### src/rtl/parity_if.sv
// parity_if: TX parity and RX parity-check signal bundle shared by the UART paths
interface parity_if #(
  parameter int DATA_WIDTH = 8
);
  logic                  PAR_EN;
  logic [1:0]            PAR_TYP;
  logic                  DATA_VALID;
  logic                  BUSY;
  logic [DATA_WIDTH-1:0] P_DATA;
  logic                  PAR_bit;
  logic                  CHK_START;
  logic                  SAMPLE_VALID;
  logic                  SAMPLED_BIT;
  logic                  CHK_DONE;
  logic                  PAR_ERR;
  modport master (
    output PAR_EN, PAR_TYP, DATA_VALID, BUSY, P_DATA, CHK_START, SAMPLE_VALID, SAMPLED_BIT,
    input  PAR_bit, CHK_DONE, PAR_ERR
  );
  modport slave (
    input  PAR_EN, PAR_TYP, DATA_VALID, BUSY, P_DATA, CHK_START, SAMPLE_VALID, SAMPLED_BIT,
    output PAR_bit, CHK_DONE, PAR_ERR
  );
endinterface

### src/rtl/parity_unit.sv
// parity_unit: registered TX parity generation plus bit-serial RX parity checker
module parity_unit #(
  parameter  int DATA_WIDTH = 8,
  localparam int CNT_W      = $clog2(DATA_WIDTH)
) (
  input logic     CLK,
  input logic     RST,
  parity_if.slave bus
);
  typedef enum logic [1:0] {IDLE, DATA, PARITY} state_e;
  state_e           state_q, state_d;
  logic [CNT_W-1:0] cnt_q, cnt_d;
  logic [1:0]       typ_q, typ_d;
  logic             acc_q, acc_d, err_q, err_d, done_q, done_d, en_q, en_d, par_q, par_d;
  logic             last, step, fin;
  // CHK_START overrides any strobe in the same cycle
  assign last = cnt_q == CNT_W'(DATA_WIDTH - 1);
  assign step = bus.SAMPLE_VALID && !bus.CHK_START && state_q == DATA;
  assign fin  = bus.SAMPLE_VALID && !bus.CHK_START && state_q == PARITY;
  always_ff @(posedge CLK or posedge RST) begin
    if (RST) begin
      state_q <= IDLE;
      cnt_q   <= '0;
      typ_q   <= 2'b00;
      acc_q   <= 1'b0;
      err_q   <= 1'b0;
      done_q  <= 1'b0;
      en_q    <= 1'b0;
      par_q   <= 1'b0;
    end else begin
      state_q <= state_d;
      cnt_q   <= cnt_d;
      typ_q   <= typ_d;
      acc_q   <= acc_d;
      err_q   <= err_d;
      done_q  <= done_d;
      en_q    <= en_d;
      par_q   <= par_d;
    end
  end
  always_comb
    state_d = bus.CHK_START ? DATA :
              step && last  ? (en_q ? PARITY : IDLE) :
              fin           ? IDLE : state_q;
  // Mark/space force the bit; even/odd fold the mode LSB into the XOR
  always_comb begin
    par_d  = bus.DATA_VALID && !bus.BUSY ?
             (bus.PAR_TYP[1] ? ~bus.PAR_TYP[0] : ^bus.P_DATA ^ bus.PAR_TYP[0]) : par_q;
    cnt_d  = bus.CHK_START ? '0 : step && !last ? cnt_q + 1'b1 : cnt_q;
    acc_d  = bus.CHK_START ? 1'b0 : step ? acc_q ^ bus.SAMPLED_BIT : acc_q;
    err_d  = bus.CHK_START ? 1'b0 :
             fin ? bus.SAMPLED_BIT != (typ_q[1] ? ~typ_q[0] : acc_q ^ typ_q[0]) : err_q;
    done_d = (step && last && !en_q) || fin;
    typ_d  = bus.CHK_START ? bus.PAR_TYP : typ_q;
    en_d   = bus.CHK_START ? bus.PAR_EN : en_q;
  end
  assign bus.PAR_bit  = par_q;
  assign bus.CHK_DONE = done_q;
  assign bus.PAR_ERR  = err_q;
endmodule
### src/flat_wrapper.sv
// flat-port wrapper written by rule: the top's interface ports become plain ports
module parity_unit_flat 
#(
  parameter  int DATA_WIDTH = 8,
  localparam int CNT_W      = $clog2(DATA_WIDTH)
)
  (CLK, RST, bus_PAR_EN, bus_PAR_TYP, bus_DATA_VALID, bus_BUSY, bus_P_DATA, bus_CHK_START, bus_SAMPLE_VALID, bus_SAMPLED_BIT, bus_PAR_bit, bus_CHK_DONE, bus_PAR_ERR);
  parity_if #(.DATA_WIDTH(DATA_WIDTH)) bus_i ();
  input logic CLK;
  input logic RST;
  input wire logic [$bits(bus_i.PAR_EN)-1:0] bus_PAR_EN;
  input wire logic [$bits(bus_i.PAR_TYP)-1:0] bus_PAR_TYP;
  input wire logic [$bits(bus_i.DATA_VALID)-1:0] bus_DATA_VALID;
  input wire logic [$bits(bus_i.BUSY)-1:0] bus_BUSY;
  input wire logic [$bits(bus_i.P_DATA)-1:0] bus_P_DATA;
  input wire logic [$bits(bus_i.CHK_START)-1:0] bus_CHK_START;
  input wire logic [$bits(bus_i.SAMPLE_VALID)-1:0] bus_SAMPLE_VALID;
  input wire logic [$bits(bus_i.SAMPLED_BIT)-1:0] bus_SAMPLED_BIT;
  output wire logic [$bits(bus_i.PAR_bit)-1:0] bus_PAR_bit;
  output wire logic [$bits(bus_i.CHK_DONE)-1:0] bus_CHK_DONE;
  output wire logic [$bits(bus_i.PAR_ERR)-1:0] bus_PAR_ERR;
  assign bus_i.PAR_EN = bus_PAR_EN;
  assign bus_i.PAR_TYP = bus_PAR_TYP;
  assign bus_i.DATA_VALID = bus_DATA_VALID;
  assign bus_i.BUSY = bus_BUSY;
  assign bus_i.P_DATA = bus_P_DATA;
  assign bus_i.CHK_START = bus_CHK_START;
  assign bus_i.SAMPLE_VALID = bus_SAMPLE_VALID;
  assign bus_i.SAMPLED_BIT = bus_SAMPLED_BIT;
  assign bus_PAR_bit = bus_i.PAR_bit;
  assign bus_CHK_DONE = bus_i.CHK_DONE;
  assign bus_PAR_ERR = bus_i.PAR_ERR;
  parity_unit #(.DATA_WIDTH(DATA_WIDTH)) u_core (.CLK(CLK), .RST(RST), .bus(bus_i));
endmodule
### config.mk
export PLATFORM = sky130hd
export DESIGN_NAME = parity_unit_flat
export DESIGN_NICKNAME = d
export VERILOG_FILES = /design/src/rtl/parity_if.sv /design/src/rtl/parity_unit.sv /design/src/flat_wrapper.sv
export SDC_FILE = /design/constraint.sdc
export NUM_CORES = 1
export LEC_CHECK = 0
export ABC_CLOCK_PERIOD_IN_PS = 1700
export BUFFER_PORTS_ARGS = -buffer_cell sky130_fd_sc_hd__buf_2
export CAP_MARGIN = 10
export CORE_UTILIZATION = 47
export DETAILED_ROUTE_END_ITERATION = 10
export PLACE_DENSITY = 0.75
export SETUP_SLACK_MARGIN = 0.1
export SYNTH_ARGS = -nofsm -noshare
export SYNTH_HDL_FRONTEND = slang
export SYNTH_SLANG_ARGS = --single-unit
### constraint.sdc
create_clock -name CLK -period 1.7 [get_ports CLK]
set_input_delay 0.255 -clock CLK [delete_from_list [all_inputs] [get_ports CLK]]
set_output_delay 0.255 -clock CLK [all_outputs]
set_load 0.02 [all_outputs]
==> results of run 1 <==
-- through the flow --
stage	hold WS, ns	area (sq um)	utilization, %	cells	total power [mW]
global route	0.0232	777	65.5	97	0.655
detailed placement	0.291	754	63.6	94	0.458
global placement	0.284	754	63.6	94	0.452
floorplan	0.120	641	-	61	0.414
CTS	0.00505	777	65.5	97	0.626
finish	-0.0116	777	65.5	97	0.617
-- flip-flops by register name, indices dropped and copies added (netlist names) --
name / flops
u_core.cnt_q: 3
u_core.bus.PAR_bit: 1
u_core.state_q: 2
u_core.typ_q: 2
u_core.en_q: 1
u_core.bus.PAR_ERR: 1
u_core.bus.CHK_DONE: 1
u_core.acc_q: 1
-- per-layer routing --
metal  track usage [%]  routed length (microns)  vias to the layer above
met5                 0                        0                        -
met3              3.47                       51                        2
met2              30.0                      465                       18
met1              20.9                      514                      201
met4              12.9                       13                        0
li1                  -                        -                      250
-- layout make-up --
class	count	area, sq um	area share [%]
multi-input combinational	46	329	42.4
sequential	12	300	38.6
timing repair buffer	20	100	12.9
clock buffer	3	22.5	2.90
tap	14	17.5	2.25
inverter	2	7.51	0.966
-- logic make-up (layout without fill, tap and decap cells) --
family                   count (synthesis)  in the layout  share of synthesized area, %
AO/OA/AOI/OAI                            8              8                          8.40
buffers and inverters                    3             25                          1.76
XOR/XNOR                                10             10                          13.7
flip-flops                              12             12                          46.9
AND/OR/NAND/NOR                         22             22                          18.6
adder cells (fa/ha/maj)                  2              2                          3.91
multiplexers                             4              4                          6.84
-- critical path, stage by stage (launching register included) --
cell     delay (ns)
dfrtp_1        0.40
ha_1           0.21
ha_1           0.22
nor3b_2        0.30
mux2i_1        0.22
-- synth_stat cells (all sizes together) --
cell,count,share of area (%)
inv,2,1.2
mux2,3,5.3
dfrtp,12,47
o31ai,1,2.0
mux2i,1,1.6
nand2,4,2.3
nor3b,1,2.0
a21oi,1,0.78
nand2b,7,6.8
xnor2,8,11
nand3,1,0.78
a211oi,1,1.2
o21a,1,1.2
nor2b,1,0.98
o21ai,3,2.3
ha,2,3.9
nor2,5,2.9
xor2,2,2.7
clkbuf,1,0.59
nor3,2,1.6
a31oi,1,0.98
nand3b,1,1.2
-- worst paths after layout --
path / cells past startpoint / end / slack [ns]
worst max-delay path: 4 / u_core.cnt_q[0] / 0.26
worst min-delay path: 2 / u_core.typ_q[0] / -0.01
worst max register to register: 4 / u_core.cnt_q[0] / 0.26
worst min register to register: 2 / u_core.bus.PAR_bit / 0.50
max in group asynchronous: 2 / u_core.typ_q[1] / 1.40
min in group CLK: 2 / u_core.en_q / 0.23
-- report_power, final --
part	internal (mW)	switching [mW]	total (mW)
Sequential	0.306	0.0136	0.320
Combinational	0.0676	0.0621	0.130
Clock	0.0817	0.0862	0.168
Total	0.455	0.162	0.617
==> impl_metrics.py, run 1 <==
metrics = {
    "clock_network": {
        "cts_buffer_depth": 2,
        "h-tree-depth": 1,
        "cts_resized": 0,
        "cts_sinks": 12,
        "cts_tree": "built",
        "insertion_delay_ns": 0.26,
        "clk_pin_slew_ns": 0.07,
        "post-cts-setup-buffer-count": 0,
        "hold_buffers": 0,
        "numCtsBuffers": 3,
        "cts_root_buffer": "clkbuf_4",
    },
    "routing": {
        "first_pass_iters": 2,
        "drt_iter0_drc": 6,
        "drc": 0,
        "ant_nets": 0,
        "viasPerCell": 4.86,
        "routed_wl_microns": 1040,
        "vias": 471,
        "wl_per_cell_microns": 10.8,
    },
    "worst_setup_path": {
        "arrival_ns": 1.63,
        "required_ns": 1.89,
        "startpoint": "u_core.cnt_q[0]",
        "timing.rr.start": "u_core.cnt_q[0]",
        "critPathCaptureType": "flop",
        "start_kind": "flop",
        "criticalPathCategory": "flop to flop",
        "critPathMaxFanout": 5,
    },
    "power": {
        "ir_drop_v": 0.000484,
        "p_leak_nw": 0.367,
        "p_per_area_mw_per_mm2": 795,
    },
    "logic_synthesis": {
        "postSynthCellCount": 61,
        "synth_cell_type_count": 22,
        "yosysWarnings": 0,
        "synth_area_sq_um": 641,
        "ys_ff_latch": 12,
        "syn_area_per_cell_sq_um": 10.5,
        "ys_seq_area_share_pct": 46.9,
        "syn-num-nets": 81,
    },
    "placement": {
        "routabilityCongestion": 0.644,
        "dp_worst_setup_slack_ns": 0.261,
        "portBuffers": 20,
        "dpl.hpwl_microns": 844,
    },
    "min_path": {
        "hp-class": "primary input to asynchronous set/reset pin",
    },
    "global_route": {
        "overflow": 0,
        "grt_pass1_wl_microns": 1760,
        "grt_start_max_net_pins": 13,
        "antenna_found_initial": 0,
        "grt_usage_pct": 18.2,
        "grt_pass1_vias": 440,
    },
    "timing": {
        "hold_violations": 12,
        "fin_setup_tns_ns": 0,
        "worstMarginPinSlew_ns": 0.463,
        "rsz0062_at_grt": "false",
        "min_period_ns": 1.44,
        "fmax_mhz": 696,
        "finalCritPeriodShare_pct": 84.6,
        "hold_slack_ns": -0.0116,
        "finalMaxSlewViolations": 0,
        "fin_worst_skew_ns": 0.00184,
        "setup_viol": 0,
        "setup_slack_ns": 0.262,
        "slew_headroom_pct": 69.1,
    },
    "cells_and_area": {
        "drive_gt1_share_pct": 33.7,
        "nNetsFinal": 105,
        "layout_commonest_cell": "buf_2",
        "syn_to_final_growth_pct": 21.3,
        "fillers": 91,
        "final_cell_mix": "20 x buf_2, 12 x dfrtp_1, 8 x xnor2_1, 7 x nand2b_1, 5 x nor2_1",
        "n_antenna_cell": 0,
    },
    "status": {
        "violations": "hold timing",
        "outcome": "finished, violations left",
    },
    "floorplanning": {
        "rows": 12,
        "die_area_sq_mm": 0.00151,
        "core_sq_mm": 0.00119,
        "floorplan.initialDensity_pct": 54.0,
        "die_h_microns": 38.9,
        "die_x_microns": 38.9,
        "io_pins": 21,
    },
    "flow_run": {
        "drv_cap": 0,
    },
}
(Power assumes the default switching activity.)
==> run 2: changes to the inputs <==
- ABC_CLOCK_PERIOD_IN_PS: 1700 -> 1250
- CORE_UTILIZATION: 47 -> 43
- PLACE_DENSITY: 0.75 -> 0.72
- clock period: 1.7 -> 1.25 ns (I/O delays scaled with it)
==> run 2 against run 1 <==
  * Worst hold slack improved by 0.17 ns
  * Sequential power increased by 36%
  * Die area increased by 8.8%
  * Highest routed layer unchanged
  * Critical path type unchanged
  * Clock skew about the same
  * Non-clock buffer count increased by 6
  * Combinational power increased by 49%
  * The run ends with setup timing left
  * Cell count increased by 7.2%
  * Total power increased by 38%
  * Sequential share of layout area decreased by 3.9 points
  * Wire length increased by 11%
==> impl_metrics.py, run 2 (same netlist as run 1, synthesis figures left out) <==
metrics = {
    "clock_network": {
        "h-tree-depth": 1,
        "cts_tree": "built",
        "cts_buffer_depth": 2,
        "insertion_delay_ns": 0.26,
        "cts_sinks": 12,
        "numCtsBuffers": 3,
        "clk_pin_slew_ns": 0.07,
        "cts_root_buffer": "clkbuf_4",
    },
    "global_route": {
        "antenna_found_initial": 0,
        "grt_usage_pct": 17.5,
        "grt_pass1_wl_microns": 1820,
        "grt_start_max_net_pins": 13,
        "grt_pass1_vias": 476,
        "overflow": 0,
    },
    "routing": {
        "ant_nets": 0,
        "drt_iter0_drc": 1,
        "viasPerCell": 4.97,
        "routed_wl_microns": 1160,
        "wl_per_cell_microns": 11.2,
        "first_pass_iters": 2,
        "drc": 0,
        "vias": 517,
    },
    "floorplanning": {
        "io_pins": 21,
        "die_area_sq_mm": 0.00165,
        "die_h_microns": 40.6,
        "rows": 13,
        "floorplan.initialDensity_pct": 47.5,
        "core_sq_mm": 0.00135,
        "die_x_microns": 40.6,
    },
    "worst_setup_path": {
        "required_ns": 1.44,
        "criticalPathCategory": "flop to flop",
        "cp.depth": 4,
        "crit_buf_inv": 0,
        "cpLargestDelayFamily": "flip-flops",
        "cp_slowest_stage_delay_ns": 0.39,
        "start_kind": "flop",
        "cp_cell_sequence": "ha_2 > ha_4 > nor3b_4 > mux2i_1",
        "arrival_ns": 1.46,
        "critPathMaxFanout": 5,
        "critPathSlowestCell": "dfrtp_1",
        "critPathCaptureType": "flop",
        "rr_worst_depth": 4,
    },
    "timing": {
        "fin_setup_tns_ns": -0.0217,
        "fin_worst_skew_ns": 0.00203,
        "hold_violations": 0,
        "finalMaxSlewViolations": 0,
        "rsz0062_at_grt": "true",
        "setup_viol": 1,
        "fmax_mhz": 786,
        "hold_slack_ns": 0.155,
        "slew_headroom_pct": 69.1,
        "setup_slack_ns": -0.0217,
        "finalCritPeriodShare_pct": 102,
        "worstMarginPinSlew_ns": 0.463,
        "min_period_ns": 1.27,
    },
    "power": {
        "power_uw": 850,
        "ir_drop_v": 0.000524,
        "p_leak_nw": 0.406,
        "p_per_area_mw_per_mm2": 985,
    },
    "flow_run": {
        "drv_cap": 0,
    },
    "cells_and_area": {
        "top_register": "u_core.cnt_q",
        "drive_gt1_share_pct": 41.6,
        "layout_commonest_cell": "buf_2",
        "final_cell_mix": "20 x buf_2, 12 x dfrtp_1, 8 x xnor2_1, 7 x nand2b_1, 5 x nor2_1",
        "syn_to_final_growth_pct": 34.8,
        "final_cells": 104,
        "largest_reg_flops": 3,
        "top_regs": "u_core.cnt_q (3), u_core.state_q (2), u_core.typ_q (2)",
        "n_antenna_cell": 0,
        "fillers": 115,
        "final_util_pct": 63.9,
        "nNetsFinal": 111,
    },
    "min_path": {
        "hp-class": "primary input to flop",
        "hold_depth": 2,
    },
    "placement": {
        "dpl.hpwl_microns": 879,
        "portBuffers": 20,
        "dp.cells": 99,
        "routabilityCongestion": 0.629,
    },
    "status": {
        "violations": "setup timing",
        "outcome": "finished, violations left",
    },
}
## run 2: routing by layer
layer | share of wire [%] | global-route usage [%] | up-vias
met5 | 0 | 0 | -
met4 | 1.6 | 10.0 | 0
met3 | 4.5 | 3.33 | 2
met2 | 55 | 32.5 | 17
met1 | 39 | 17.8 | 238
li1 | - | - | 260
## run 2: timing repair
action | in CTS | in global routing
resized for setup | 1 | 4
hold buffers | 1 | 0
cloned | 0 | 0
pin swaps | 3 | 4
hold endpoints to repair | 12 | 0
buffers inserted | 0 | 1
endpoints found under the setup margin | 5 | 7
## run 2: power breakdown
group	switching (mW)	total [mW]	internal, mW
Combinational	0.0905	0.194	0.104
Sequential	0.0179	0.435	0.417
Clock	0.110	0.222	0.111
Total	0.219	0.850	0.632
## run 2: cell type report
class	count	area [sq um]	area share, %
inverters	2	7.51	0.870
well taps	15	18.8	2.17
flip-flops and latches	12	300	34.8
repair buffers	26	151	17.5
clock buffers	3	22.5	2.61
multi-input cells	46	363	42.0
## run 2: metrics by stage
step / cell area (sq um) / setup WS (ns)
finish: 863 / -0.0217
global route: 863 / -0.136
CTS: 840 / -0.0394
detailed placement: 807 / -0.0359
global placement: 807 / -0.0126
floorplan: 662 / 0.0134
## run 2: worst paths after layout
kind                                    startpoint                  to  slack (ns)
worst max-delay path               u_core.cnt_q[1]     u_core.cnt_q[0]       -0.02
worst min-delay path                    bus_PAR_EN         u_core.en_q        0.15
worst max register to register     u_core.cnt_q[1]     u_core.cnt_q[0]       -0.02
worst min register to register  u_core.bus.PAR_bit  u_core.bus.PAR_bit        0.48
max in group asynchronous                      RST   u_core.state_q[0]        0.46
min in group asynchronous                      RST     u_core.cnt_q[1]        0.47
